### config.mk
export PLATFORM = sky130hd
export DESIGN_NAME = wb_bus_arb
export DESIGN_NICKNAME = d
export VERILOG_FILES = /design/src/rtl/wb_arb_pkg.sv /design/src/rtl/wb_arb_rr_pick.sv /design/src/rtl/wb_bus_arb.sv
export SDC_FILE = /design/constraint.sdc
export NUM_CORES = 1
export LEC_CHECK = 0
export BUFFER_PORTS_ARGS = -buffer_cell sky130_fd_sc_hd__buf_2
export CORE_AREA = 2 2 139 141
export CTS_CLUSTER_SIZE = 25
export DETAILED_ROUTE_END_ITERATION = 10
export DIE_AREA = 0 0 141 143
export PLACE_DENSITY = 0.47
export SYNTH_ARGS = -nofsm -noshare
export SYNTH_HDL_FRONTEND = slang
export SYNTH_SLANG_ARGS = --single-unit
### constraint.sdc
create_clock -name wb_clk_i -period 1.6 [get_ports wb_clk_i]
set_clock_uncertainty 0.05 [all_clocks]
set_input_delay 0.16 -clock wb_clk_i [delete_from_list [all_inputs] [get_ports wb_clk_i]]
set_output_delay 0.16 -clock wb_clk_i [all_outputs]
set_load 0.01 [all_outputs]
### src/rtl/wb_arb_pkg.sv
// Shared types and constants for the three-master Wishbone bus arbiter.
package wb_arb_pkg;

    typedef enum logic {
        ST_IDLE  = 1'b0,
        ST_OWNED = 1'b1
    } arb_state_e;

    localparam int         NUM_M    = 3;
    localparam logic [1:0] NO_OWNER = 2'd3;
    localparam int         TMO_W    = 10;

    // Index reached by stepping k places forward from base, wrapping over the masters.
    function automatic logic [1:0] rr_step(input logic [1:0] base, input int unsigned k);
        int unsigned w_sum;
        w_sum = int'(base) + k;
        return 2'(w_sum % NUM_M);
    endfunction

endpackage

### src/rtl/wb_arb_rr_pick.sv
// Round-robin requester selection: searches last+1, last+2, last+3 (mod 3).
module wb_arb_rr_pick
    import wb_arb_pkg::*;
(
    input  logic [NUM_M-1:0] req,
    input  logic [1:0]       last,
    output logic [1:0]       idx,
    output logic             valid
);

    logic [1:0] w_cand;

    // Walk the search order backwards so the earliest requester is the last one written.
    always_comb begin
        idx    = NO_OWNER;
        valid  = 1'b0;
        w_cand = 2'd0;
        for (int k = NUM_M; k >= 1; k--) begin
            w_cand = rr_step(last, k);
            if (req[w_cand]) begin
                idx   = w_cand;
                valid = 1'b1;
            end
        end
    end

endmodule

### src/rtl/wb_bus_arb.sv
// Three-master to one-slave Wishbone arbiter with locked bursts and a slave
// response timeout that turns a hung cycle into an error to the owner.
module wb_bus_arb
    import wb_arb_pkg::*;
#(
    parameter int TIMEOUT_CYC = 255,
    parameter int AW          = 32
) (
    input  logic                wb_clk_i,
    input  logic                wb_rst_i,
    input  logic [2:0]          m_cyc_i,
    input  logic [2:0]          m_stb_i,
    input  logic [2:0]          m_we_i,
    input  logic [3*AW-1:0]     m_adr_i,
    input  logic [95:0]         m_dat_i,
    input  logic [11:0]         m_sel_i,
    output logic [31:0]         m_dat_o,
    output logic [2:0]          m_ack_o,
    output logic [2:0]          m_err_o,
    output logic                s_cyc_o,
    output logic                s_stb_o,
    output logic                s_we_o,
    output logic [AW-1:0]       s_adr_o,
    output logic [31:0]         s_dat_o,
    output logic [3:0]          s_sel_o,
    input  logic [31:0]         s_dat_i,
    input  logic                s_ack_i,
    input  logic                s_err_i,
    output logic [1:0]          gnt_o
);

    arb_state_e       r_state, w_state_nxt;
    logic [1:0]       r_owner, w_owner_nxt;
    logic [1:0]       r_last, w_last_nxt;
    logic [TMO_W-1:0] r_tmo_cnt, w_tmo_nxt;

    logic             w_owned;
    logic             w_pick_vld;
    logic [1:0]       w_pick_idx;
    logic             w_own_cyc, w_own_stb, w_own_we;
    logic [AW-1:0]    w_own_adr;
    logic [31:0]      w_own_dat;
    logic [3:0]       w_own_sel;
    logic             w_tmo_hit;

    wb_arb_rr_pick u_pick (
        .req   (m_cyc_i),
        .last  (r_last),
        .idx   (w_pick_idx),
        .valid (w_pick_vld)
    );

    assign w_owned = (r_state == ST_OWNED);

    always_comb begin
        w_own_cyc = 1'b0;
        w_own_stb = 1'b0;
        w_own_we  = 1'b0;
        w_own_adr = '0;
        w_own_dat = '0;
        w_own_sel = '0;
        for (int n = 0; n < NUM_M; n++) begin
            if (w_owned && r_owner == 2'(n)) begin
                w_own_cyc = m_cyc_i[n];
                w_own_stb = m_stb_i[n];
                w_own_we  = m_we_i[n];
                w_own_adr = m_adr_i[n*AW +: AW];
                w_own_dat = m_dat_i[n*32 +: 32];
                w_own_sel = m_sel_i[n*4 +: 4];
            end
        end
    end

    // Reset kills the in-flight cycle immediately so nothing is acknowledged.
    assign s_cyc_o = w_own_cyc & ~wb_rst_i;
    assign s_stb_o = w_own_stb & ~wb_rst_i;
    assign s_we_o  = w_own_we;
    assign s_adr_o = w_own_adr;
    assign s_dat_o = w_own_dat;
    assign s_sel_o = w_own_sel;
    assign m_dat_o = s_dat_i;
    assign gnt_o   = w_owned ? r_owner : NO_OWNER;

    assign w_tmo_hit = (r_tmo_cnt == TMO_W'(TIMEOUT_CYC - 1)) & s_stb_o & ~s_ack_i & ~s_err_i;

    // Slave responses are passed through untouched, ack and err together if both arrive.
    always_comb begin
        m_ack_o = '0;
        m_err_o = '0;
        for (int n = 0; n < NUM_M; n++) begin
            if (r_owner == 2'(n)) begin
                m_ack_o[n] = s_stb_o & s_ack_i;
                m_err_o[n] = s_stb_o & (s_err_i | w_tmo_hit);
            end
        end
    end

    always_comb begin
        w_state_nxt = r_state;
        w_owner_nxt = r_owner;
        w_last_nxt  = r_last;
        w_tmo_nxt   = '0;
        case (r_state)
            ST_IDLE: begin
                if (w_pick_vld) begin
                    w_state_nxt = ST_OWNED;
                    w_owner_nxt = w_pick_idx;
                end
            end
            ST_OWNED: begin
                if (!w_own_cyc) begin
                    w_state_nxt = ST_IDLE;
                    w_last_nxt  = r_owner;
                    w_owner_nxt = NO_OWNER;
                end else if (s_stb_o && !s_ack_i && !s_err_i && !w_tmo_hit) begin
                    w_tmo_nxt = r_tmo_cnt + 1'b1;
                end
            end
            default: begin
                w_state_nxt = ST_IDLE;
                w_owner_nxt = NO_OWNER;
            end
        endcase
    end

    always_ff @(posedge wb_clk_i) begin
        if (wb_rst_i) begin
            r_state   <= ST_IDLE;
            r_owner   <= NO_OWNER;
            r_last    <= 2'd2;
            r_tmo_cnt <= '0;
        end else begin
            r_state   <= w_state_nxt;
            r_owner   <= w_owner_nxt;
            r_last    <= w_last_nxt;
            r_tmo_cnt <= w_tmo_nxt;
        end
    end

endmodule

Word-level counts from Yosys, hierarchy flattened
Cells that the tools add are included. Widths: inputs -> output; s select.

Register bits: 15. Latch bits: 0. RAM bits: 0. Bits in read-only memories: 0. Input bits: 249. Output and inout bits: 111. Logic and storage cells: 89. Memories kept: 0.

Add/sub/neg operators: 4. Multipliers: 0. Div/mod/pow operators: 3. $lt $le $gt $ge: 3. Equality and inequality tests: 5. Shifts and indexed selects: 0. Mux-type cells: 43. Bitwise operators: 14. Reductions and logical operators: 13.

Operators with widths (count): $mux 32 (6); $mod 32x2->32 const B (3); $mux 1 (23); $mux 2 (6); $mux 4 (3); $add 10x1->10 const B (1); $eq 10x8->1 const B (1); $lt 2x3->1 const B (3); $and 1x1->1 (7); $add 2x2->3 const B (2); $bmux 1 s2 (3); $logic_and 1x1->1 (6); $not 1->1 (6); $pmux 2 s2 (1); $reduce_and 2->1 (2); $reduce_or 4->1 (1); $add 2x1->3 const B (1); $logic_not 1->1 (3); $eq 2x1->1 const B (1); $eq 2x2->1 const B (1); $logic_not 2->1 (1); $ne 2x1->1 const B (1); $ne 2x2->1 const B (1); $pmux 1 s2 (1); $or 1x1->1 (1).

Depth between registers and ports, before layout
Word-level depth: 13. Depth in mapped cells: 7. Depth with buffers taken out: 6.

Cells and area by module
From an unflattened synthesis, not the netlist that was laid out.

Cell total of the unflattened synthesis: 471. Area total of the unflattened synthesis: 3014.1 µm².

Modules (own cells, without submodules): wb_bus_arb (times used 1, cells each 438, area an instance 2797.7 µm², sequential area each 300.3 µm²); wb_arb_rr_pick (times used 1, cells each 33, area an instance 216.5 µm², sequential area each 0.0 µm²).

Worst setup path before layout
Ideal clock, no wire load.

Path type: register -> register. From: register r_last[0]. To: register r_owner[0]. Setup time: 0.132 ns. Data arrival time: 1.463 ns. Data required time: 1.418 ns. Path slack: -0.045 ns. Stages on the path, launching flop included: 7. Path buffers: 0. Clock period less this slack: 1.645 ns. Cell sequence: dfxtp_1 -> inv_1 -> ha_1 -> o32a_1 -> o221ai_1 -> or2_2 -> o211ai_1.

Longest elaborated chain between the ends: 9. Elaborated cells on any way between the ends: 22. Classes of those cells: add/sub: 3; div: 3; eq/ne: 1; mux: 14; reduce/logical: 1.

Ends and longest elaborated chain: start: declaration (line wb_bus_arb.sv:34) `logic [1:0] r_last, w_last_nxt;`; start signal: assignment (line wb_bus_arb.sv:135) `r_last <= w_last_nxt;`; $add 2x2->3 (line wb_arb_pkg.sv:16) `w_sum = int'(base) + k;`; $mod 32x2->32 (line wb_arb_pkg.sv:17) `return 2'(w_sum % NUM_M);`; $bmux 1 s2 (line wb_arb_rr_pick.sv:20) `if (req[w_cand]) begin`; $mux 1 (implied by the code) (line wb_arb_rr_pick.sv:20); $mux 2 or $mux 1 (tied branches) (3 in series) (line wb_arb_rr_pick.sv:20); $mux 2 or $ne 2x1->1 (tied branches); $pmux 2 s2 or $reduce_and 2->1 (tied branches); end signal: assignment (line wb_bus_arb.sv:134) `r_owner <= w_owner_nxt;`; end: declaration (line wb_bus_arb.sv:33) `logic [1:0] r_owner, w_owner_nxt;`.

Several ways; a longest one is shown, not always the timed one. The select of a mux whose other input is x is not followed. A chain may end at the register's enable or synchronous reset.

Worst setup path in the final report
From: register r_owner[0]. To: output port s_dat_o[28].

Longest elaborated chain between the ends: 5. Elaborated cells on any way between the ends: 9. Classes of those cells: eq/ne: 2; mux: 3; reduce/logical: 4.

Ends and longest elaborated chain: $logic_not 2->1 (line wb_bus_arb.sv:63) `if (w_owned && r_owner == 2'(n)) begin`; $logic_and 1x1->1 (line wb_bus_arb.sv:63); $mux 32 (2 in series) (line wb_bus_arb.sv:63); $mux 32 (*) (line wb_bus_arb.sv:63); end: declaration (line wb_bus_arb.sv:24) `output logic [31:0] s_dat_o,`.

Mark *: on every way between the ends. The rest lies on a longest branch, timed or not.

==> summary.md <==
| Metric | Value |
|---|---|
| Outcome | finished, violations left |
| Failing checks | setup timing |
| Initial DRC count | 107 |
| Hold_sp | wb_rst_i |
| Yosys warning count | 0 |
| CP max stage cell | dfxtp_4 |
| Most Frequent Cell on Critical Path | nor2_1 |
| Post-route insts no fill | 995 |
| DR WL met2 | 8.06 mm |
| Required time of the critical path | 1.39 ns |
| Synth area leader | mux2i_1 |
| CP delay by family, top | buffers and inverters |
| Leak | 3.05 nW |
| Initial antenna violation count | 0 |
| Vias per cell | 4.24 |
| Placed Area | 4840 um2 |
| Total GRT Usage | 13.2% |
| Worst path cell trace | buf_12 > buf_4 > mux2i_2 > nor2_1 > a21oi_1 > nor2_1 > buf_2 |
| Register bit count reported by yosys | 15 |
| Most frequent cell after synthesis | nor2_1 |
| FF-to-FF setup slack | -0.12 ns |
| Mux contribution to synthesized area | 24.7% |
| Num Clock Sinks | 15 |
| Root Buffer | clkbuf_16 |
| CP bufs+invs | 3 |
| Most frequent cells after synthesis | 153 x nor2_1, 73 x mux2i_1, 71 x a21oi_1 |
| DRC | 0 |
| Clock Path Buffers | 2 |
| # IOs | 360 |
| First-pass GRT wire length | 21.0 mm |
| Share of cells above drive strength 1 | 56.2% |
| Core Area | 18,600 um2 |
| Transition time of the tightest slew-check pin | 0.446 ns |
| Main combinational cell family by area after synthesis | simple AND/OR/NAND/NOR gates |
| Area of the multi-input gates | 2480 um2 |
| Adder-cell share of the synthesized area | 1.69% |
| Metal3 WL | 879 um |
| Antenna viol nets, final | 0 |
| Final design utilization | 29.1% |
| Crit path max fanout | 15 |
| N_diodes | 0 |
| Tcrit/Tclk final | 115% |
| Setup violators final | 82 |
| FP Rows | 50 |
| Worst setup EP type | output pin |
| Fin Setup TNS | -13.19 ns |
| Average size of a mapped cell | 6.43 um2 |
| Post-synthesis cell area | 2960 um2 |
| Max_cap viols | 0 |
| Worst-path clk slew | 0.05 ns |
| Crit path largest cell delay | 0.41 ns |
| Final Cell Area | 5410 um2 |
| Hold path cells | 3 |
| XOR/XNOR share of the synthesized area | 2.37% |
| Met1 wire length | 6.36 mm |
| Synth Net Count | 713 |
| Worst hold path type | in -> reg |
| Chip height | 143 um |
| Post-synthesis async set-or-reset flop share | 0% |
| Die W | 141 um |
| Worst r2r src | r_owner[0] |
| Largest net degree at the start of global routing | 39 |
| Hpwl dp | 11.8 mm |
| RSZ-0062 raised after global routing | yes |
| FF+latch area | 320 um2 |
| Fmax | 545 MHz |
| Setup CP Type | reg -> out |
| Area fraction of the dominant cell type after synthesis | 24.7% |
| Total CTS buffers | 3 |
| EDFF count, synth | 0 |
| Final Critical Period | 1.84 ns |
| Placed Cells | 973 |
| P&R area growth vs syn | 83.0% |
| Die footprint | 20,200 um2 |
| Distinct cells, synth | 37 |
| Ys flop type | dfxtp_1 |
| CTS tree | yes |
| Synth Instances | 460 |
| Initial Utilization | 15.9% |
| Startpoint type of the worst setup path | flip-flop |
| Arrival @ worst endpoint | 1.63 ns |
| Post-synthesis compound-gate area fraction | 18.6% |
| Synth top area cells | mux2i_1 25%, nor2_1 19%, a21oi_1 12% |
| Sequential cell area fraction in the yosys report | 10.2% |
| Vias in the first global route | 3,918 |
| Gp weighted congestion | 0.783 |
| R2R depth | 6 |
| Maximum vdd drop | 467 uV |
| Drt first pass iters | 6 |
| Pwr per Cell Area | 845 nW/um2 |
| Slew margin rel. | 70.2% |
| Vias post-DR | 4,217 |
| Simple-gate area share of the yosys netlist | 27.3% |
| Fillers | 2,063 |
| Clk Latency, worst-skew pair | 0.24 ns |
| # nets final | 1,015 |
| Slew Limit Fails | 0 |
| Port Buf Inserts | 295 |
| Total Wirelength | 15.5 mm |
| Setup WS post-layout | -0.236 ns |
| Final count of hold timing violations | 0 |
| Hold Path End | r_last[0] |
| Top Layer Used | met4 |
| WL per Instance | 15.6 um |
| Grt total ovfl | 0 |
| Worst r2r dst | r_tmo_cnt[6] |
| CTS H-tree depth | 1 |
==> metrics by stage <==
step                hold slack (ns)  total power, mW  worst slack, ns
floorplan                     0.175             2.37          -0.0221
global placement              0.270             3.65           -0.169
detailed placement            0.270             3.65           -0.162
CTS                           0.175             4.42           -0.259
global route                  0.183             4.93           -0.326
finish                        0.174             4.58           -0.236
==> worst min-delay path, delay by kind of cell <==
kind | cells | cell delay (ns)
buf+inv | 2 | 0.22
simple gates | 1 | 0.04
==> what timing repair did <==
action                                  4_1_cts  5_1_grt
hold buffers                                  0        0
hold endpoints to repair                      0        0
endpoints found under the setup margin       79       91
resized for setup                            24       46
cloned                                        2        3
buffers inserted                              4       12
pin swaps                                     7       17
==> registers in the layout, indices dropped and copies added, names as in the netlist <==
name / cells
r_state: 1
r_owner: 2
r_last: 2
r_tmo_cnt: 10
==> kinds of logic (layout without fill, tap and decap cells) <==
| kind of cell | after synthesis | after routing |
|---|---|---|
| xor gates and xnor gates | 8 | 8 |
| muxes | 73 | 73 |
| DFF | 15 | 15 |
| adders and majority gates | 4 | 4 |
| and+or+nand+nor | 189 | 190 |
| AOI/OAI and AO/OA | 93 | 93 |
| buffers and inverters | 78 | 378 |
==> layer usage <==
| layer | global-route usage [%] | vias to the layer above |
|---|---|---|
| met3 | 1.95 | 22 |
| met4 | 2.05 | 0 |
| met2 | 25.0 | 166 |
| met1 | 16.1 | 1890 |
| met5 | 0 | - |
| li1 | - | 2139 |
==> area by class of cell <==
| cell class | count | share of cell area [%] |
|---|---|---|
| Clock inverter | 1 | 0.0924 |
| Timing Repair Buffer | 362 | 40.5 |
| Inverter | 12 | 0.832 |
| Clock buffer | 3 | 1.39 |
| Sequential cell | 15 | 5.92 |
| Multi-Input combinational cell | 368 | 45.8 |
| Tap cell | 234 | 5.41 |
==> power by group <==
part           total [mW]  switching (mW)  leakage, nW  internal, mW
combinational        3.62            1.85         2.89          1.77
clock               0.488           0.154       0.0409         0.334
sequential          0.463          0.0521        0.125         0.411
total                4.58            2.06         3.05          2.52
==> cell usage in the layout, fill, tap and decap left out, types with 3 or more instances in the layout <==
cell and n:
o21ai_0 3, nor4_2 4, buf_6 8, inv_2 5, mux2i_1 71, a21oi_2 13, dfxtp_2 7, ha_4 3
buf_2 294, or2_2 3, dfxtp_4 3, inv_1 7, buf_12 12, nand2b_1 3, dfxtp_1 5, xnor2_1 5
o21a_1 3, o22ai_1 3, nor2_1 151, clkbuf_16 4, nand2_1 6, buf_4 45, a21oi_1 57, xor2_1 3
==> worst max-delay path by stage <==
stage,startpoint,end,cells past startpoint
final,r_owner[0],s_dat_o[28],7
after global routing,r_owner[0],s_dat_o[28],7
after CTS,r_owner[0],s_sel_o[2],7
after detailed placement,r_owner[0],s_sel_o[2],7
after global placement,r_owner[0],s_sel_o[2],7
after floorplan,r_owner[0],m_ack_o[1],5
(Power assumes the default switching activity.)
